### src/rtl/adc5g_gray_pattern_gen_pkg.sv
// Shared encodings and LFSR helpers for the ADC5G Gray-coded test-pattern transmitter.
package adc5g_gray_pattern_gen_pkg;

  typedef enum logic [1:0] {
    MODE_CONST = 2'd0,
    MODE_RAMP  = 2'd1,
    MODE_PRBS  = 2'd2,
    MODE_ALT   = 2'd3
  } mode_t;

  typedef enum logic [1:0] {
    IDLE  = 2'd0,
    RUN   = 2'd1,
    FLUSH = 2'd2
  } state_t;

  localparam logic [15:0] LFSR_SEED = 16'hACE1;
  // Fibonacci taps for x^16+x^14+x^13+x^11+1 in a right-shifting register
  localparam logic [15:0] LFSR_TAPS = 16'h002D;

  function automatic logic [15:0] lfsr_step(input logic [15:0] s);
    return {^(s & LFSR_TAPS), s[15:1]};
  endfunction

  function automatic logic [15:0] rotl16(input logic [15:0] v, input int unsigned n);
    logic [31:0] d;
    d = {v, v} << (n % 16);
    return d[31:16];
  endfunction

endpackage

### src/rtl/adc5g_gray_pattern_gen_bin2gc.sv
// Binary to Gray encoder; inverse of the capture-side Gray decoder.
module adc5g_gray_pattern_gen_bin2gc
  import adc5g_gray_pattern_gen_pkg::*;
#(
  parameter int DATA_WIDTH = 8
) (
  input  logic [DATA_WIDTH-1:0] bin,
  output logic [DATA_WIDTH-1:0] gc
);

  assign gc = bin ^ (bin >> 1);

endmodule

### src/rtl/adc5g_gray_pattern_gen.sv
// Test-pattern transmitter: binary constant/ramp/PRBS/alternating samples,
// Gray-encoded and packed NUM_SAMPLES per word on a valid/ready stream.
module adc5g_gray_pattern_gen
  import adc5g_gray_pattern_gen_pkg::*;
#(
  parameter int DATA_WIDTH  = 8,
  parameter int NUM_SAMPLES = 4,
  parameter int CNT_WIDTH   = 16
) (
  input  logic                              clk,
  input  logic                              rst_n,
  input  logic                              start,
  input  logic                              stop,
  input  logic [1:0]                        mode,
  input  logic [DATA_WIDTH-1:0]             const_val,
  input  logic [CNT_WIDTH-1:0]              burst_len,
  output logic [NUM_SAMPLES*DATA_WIDTH-1:0] gc_data,
  output logic                              gc_valid,
  input  logic                              gc_ready,
  output logic                              busy,
  output logic                              done,
  output logic [CNT_WIDTH-1:0]              word_cnt
);

  localparam int WW = NUM_SAMPLES * DATA_WIDTH;

  state_t                  state;
  mode_t                   mode_r;
  logic [DATA_WIDTH-1:0]   const_r;
  logic [CNT_WIDTH-1:0]    len_r;
  logic [DATA_WIDTH-1:0]   base;
  logic [15:0]             lfsr;
  logic                    odd;

  logic                    xfer;
  logic                    start_acc;
  logic                    last;
  logic [CNT_WIDTH-1:0]    cnt_inc;

  mode_t                   nmode;
  logic [DATA_WIDTH-1:0]   nconst;
  logic [DATA_WIDTH-1:0]   nbase;
  logic [15:0]             nlfsr;
  logic                    nodd;
  logic [WW-1:0]           bin_word;
  logic [WW-1:0]           gc_next;

  assign xfer      = gc_valid & gc_ready;
  assign start_acc = (state == IDLE) & start;
  assign last      = (len_r != '0) && ((word_cnt + CNT_WIDTH'(1)) == len_r);
  assign cnt_inc   = (&word_cnt) ? word_cnt : word_cnt + CNT_WIDTH'(1);

  // Generator state for the word being loaded: fresh on start, advanced on transfer
  always_comb begin
    nmode  = mode_r;
    nconst = const_r;
    nbase  = base + DATA_WIDTH'(NUM_SAMPLES);
    nlfsr  = lfsr_step(lfsr);
    nodd   = ~odd;
    if (start_acc) begin
      nmode  = mode_t'(mode);
      nconst = const_val;
      nbase  = '0;
      nlfsr  = LFSR_SEED;
      nodd   = 1'b0;
    end
  end

  always_comb begin
    bin_word = '0;
    for (int i = 0; i < NUM_SAMPLES; i++) begin
      case (nmode)
        MODE_CONST: bin_word[i*DATA_WIDTH +: DATA_WIDTH] = nconst;
        MODE_RAMP:  bin_word[i*DATA_WIDTH +: DATA_WIDTH] = nbase + DATA_WIDTH'(i);
        MODE_PRBS:  bin_word[i*DATA_WIDTH +: DATA_WIDTH] = DATA_WIDTH'(rotl16(nlfsr, i));
        default:    bin_word[i*DATA_WIDTH +: DATA_WIDTH] = nodd ? ~nconst : nconst;
      endcase
    end
  end

  for (genvar g = 0; g < NUM_SAMPLES; g++) begin : g_enc
    adc5g_gray_pattern_gen_bin2gc #(
      .DATA_WIDTH(DATA_WIDTH)
    ) u_bin2gc (
      .bin(bin_word[g*DATA_WIDTH +: DATA_WIDTH]),
      .gc (gc_next[g*DATA_WIDTH +: DATA_WIDTH])
    );
  end

  always_ff @(posedge clk or negedge rst_n) begin
    if (!rst_n) begin
      state    <= IDLE;
      mode_r   <= MODE_CONST;
      const_r  <= '0;
      len_r    <= '0;
      base     <= '0;
      lfsr     <= LFSR_SEED;
      odd      <= 1'b0;
      gc_data  <= '0;
      gc_valid <= 1'b0;
      busy     <= 1'b0;
      done     <= 1'b0;
      word_cnt <= '0;
    end else begin
      done <= 1'b0;
      case (state)
        IDLE: begin
          if (start) begin
            mode_r   <= nmode;
            const_r  <= nconst;
            len_r    <= burst_len;
            base     <= nbase;
            lfsr     <= nlfsr;
            odd      <= nodd;
            word_cnt <= '0;
            gc_data  <= gc_next;
            gc_valid <= 1'b1;
            busy     <= 1'b1;
            state    <= RUN;
          end
        end
        RUN: begin
          if (xfer) begin
            word_cnt <= cnt_inc;
            // Burst end and stop collapse into a single done pulse
            if (last || stop) begin
              gc_valid <= 1'b0;
              busy     <= 1'b0;
              done     <= 1'b1;
              state    <= IDLE;
            end else begin
              base    <= nbase;
              lfsr    <= nlfsr;
              odd     <= nodd;
              gc_data <= gc_next;
            end
          end else if (stop) begin
            state <= FLUSH;
          end
        end
        FLUSH: begin
          if (xfer) begin
            word_cnt <= cnt_inc;
            gc_valid <= 1'b0;
            busy     <= 1'b0;
            done     <= 1'b1;
            state    <= IDLE;
          end
        end
        default: state <= IDLE;
      endcase
    end
  end

endmodule

### config.mk
export PLATFORM = sky130hd
export DESIGN_NAME = adc5g_gray_pattern_gen
export DESIGN_NICKNAME = d
export VERILOG_FILES = /design/src/rtl/adc5g_gray_pattern_gen_pkg.sv /design/src/rtl/adc5g_gray_pattern_gen_bin2gc.sv /design/src/rtl/adc5g_gray_pattern_gen.sv
export SDC_FILE = /design/constraint.sdc
export NUM_CORES = 1
export LEC_CHECK = 0
export CORE_MARGIN = 2
export CORE_UTILIZATION = 50
export CTS_CLUSTER_DIAMETER = 60
export DETAILED_ROUTE_END_ITERATION = 10
export PLACE_DENSITY = 0.73
export SYNTH_ARGS = -nofsm -noshare
export SYNTH_HDL_FRONTEND = slang
export SYNTH_SLANG_ARGS = --single-unit
### constraint.sdc
create_clock -name clk -period 5.7 [get_ports clk]
set_input_delay 0.57 -clock clk [delete_from_list [all_inputs] [get_ports clk]]
set_output_delay 0.57 -clock clk [all_outputs]
set_load 0.005 [all_outputs]
==> reports/qor.yml <==
drc: 0
cpMaxStageDelayCell: "ha_1"
clockBufferDepth: 2
synth_top_area_share_pct: 36.9
timing.final.ws_setup_ns: 2.00
start_util_pct: 51.0
vias: 5408
reg2reg_to: "gc_data[28]"
synth_nets: 717
fin_crit_sh_pct: 64.9
h-tree-depth: 3
dp_slack_ns: 1.74
cts-resized-gates: 0
synth-main-ff-cell: "dfrtp_1"
hp-class: "in2async"
clk_latency_ns: 0.36
post-route-util_pct: 60.6
rsz0062_at_grt: "false"
power_frac_clock_pct: 12.7
sw_frac_of_total_pct: 44.3
slowest_delay_ns: 0.58
nets: 783
tightest_slew_ns: 0.879
die_h_um: 118
grt_overflow: 0
p_leak_nw: 3.27
cp_max_fo: 18
port_buffers: 81
drv_cap: 0
reg2reg_from: "state[0]"
synth.avg_cell_area_um2: 9.53
p_int_mw: 2.83
r2r_slack_ns: 2.00
path_buf_inv: 2
seqPwrFrac_pct: 26.3
core-area_mm2: 0.0126
yosysMostFrequentCell: "nand2_1"
grt_usage_pct: 26.3
dpl.hpwl_um: 13000
cp.arrival_ns: 3.94
setup_viol: 0
antenna_found_initial: 0
post_cts_buffers: 0
clkTransAtPathRegs_ns: 0.08
start_kind: "flip-flop"
vias_per_cell: 5.88
grt_pass1_vias: 5438
die_width_um: 118
maxSlewHeadroom_pct: 41.4
synth.area.top_cells: "dfrtp_1, nand2_1, xor2_1, mux2_2, xnor2_1"
synth-edff-count: 0
cts_root_buffer: "clkbuf_16"
ctsHoldBuffers: 0
cts.sinks: 103
synthCells: 676
num_rows: 41
syn_area_mm2: 0.00644
netSwitchingPower_mw: 2.26
first_pass_iters: 5
grt_max_degree: 64
peakVddDrop_v: 0.000433
drtIter0Drc: 643
reg2regPathDepth: 13
tns_ns: 0
crit_chain: "inv_1 > ha_1 > nand2_2 > nand2_1 > inv_1 > ha_1 > a21o_1 > nand4_1 > nand3_1 > a21oi_1 > o21ai_0 > xor2_1 > mux2_1"
p_per_area_mw_per_mm2: 666
yosysWarnings: 0
hold_viol: 0
gp_congestion: 0.929
antenna_cells: 0
ys_types: 73
endpoint_kind: "flip-flop"
wl_per_cell_um: 19.2
synth_common_cells: "nand2_1, dfrtp_1, o21ai_0, xor2_1, xnor2_1"
slew_viol_final: 0
skew_ns: 0.0118
cp.required_ns: 5.94
layout-drive-gt1-share_pct: 12.3
critPathKind: "reg2reg"
fmaxAchievable_ghz: 0.271
route.antenna.remaining_nets: 0
postSynth.asyncResetShare_pct: 100
yosysSeqAreaShare_pct: 40.2
grt_first_pass_wirelength_um: 29000
drt_wl_total_um: 17600
status: "finished, final reports clean"
synth_top_area_cell: "dfrtp_1"
cts_made_buffers: 9
min_period_ns: 3.70
fp.dieArea_mm2: 0.0138
ios: 82
cp_top_family: "adder cells"
area_growth_pct: 18.6
p_comb_share_pct: 61.0
ys_ff_latch: 103
cts_tree: "yes"
power groups by stage:
stage,logic (mW),clock network [mW],registers (mW)
global route,3.38,0.686,1.38
CTS,3.09,0.660,1.34
floorplan,2.21,0,1.27
finish,3.10,0.647,1.34
global placement,3.00,0,1.33
detailed placement,3.07,0,1.35
stage by stage:
| stage | cells | hold slack (ns) | area (um^2) | power [mW] |
|---|---|---|---|---|
| floorplan | 676 | 0.274 | 6440 | 3.48 |
| global placement | 903 | 0.454 | 7330 | 4.33 |
| detailed placement | 903 | 0.463 | 7330 | 4.42 |
| CTS | 919 | 0.214 | 7640 | 5.09 |
| global route | 919 | 0.250 | 7640 | 5.44 |
| finish | 919 | 0.200 | 7640 | 5.09 |
flip-flops by register name (all words and copies together), names as in the netlist:
name / count
base: 8
lfsr: 16
mode_r: 2
busy: 1
state: 2
gc_data: 32
len_r: 16
word_cnt: 16
odd: 1
const_r: 8
done: 1
cell type report:
class,count,area (um^2)
fillers,1115,4980
multi-input cells,508,3550
flip-flops and latches,103,2590
repair buffers,87,853
clock buffers,9,225
well taps,172,215
inverters,33,124
clock inverters,7,82.6
metal layers:
metal	up-vias	track usage [%]	routed length [um]
met5	-	0	0
met2	187	43.8	8580
met3	33	3.92	808
met1	2662	34.7	7750
li1	2526	-	-
met4	0	10.4	466
placed cells by master (no fill, tap or decap), types with 12 or more instances in the layout:
cell,instances
o31ai_1,12
clkdlybuf4s50_1,80
inv_1,31
xor2_1,38
xnor2_1,33
mux2_4,12
mux2i_1,20
o21ai_0,38
a21oi_1,23
dfrtp_1,95
nand3_1,19
nor2_1,23
mux2_2,26
nand2_1,105
cell families (layout without fill, tap and decap cells):
logic type	count (synthesis)	count (layout)	share of synthesized area, %
buffers and inverters	65	136	4.76
adder cells (fa/ha/maj)	10	10	1.94
multiplexers	64	64	11.5
flip-flops	103	103	40.2
AND/OR/NAND/NOR	210	210	15.5
AO/OA/AOI/OAI	152	152	16.1
XOR/XNOR	72	72	10.0
worst max path at each step:
stage,start,end,depth (start not counted)
2_1_floorplan,state[0],gc_data[22],15
3_3_place_gp,start,gc_data[22],11
3_5_place_dp,start,gc_data[21],9
4_1_cts,state[0],gc_data[28],13
5_1_grt,state[1],gc_data[28],13
6_report,state[0],gc_data[28],13
No activity file was read; power rests on OpenSTA's default activity.
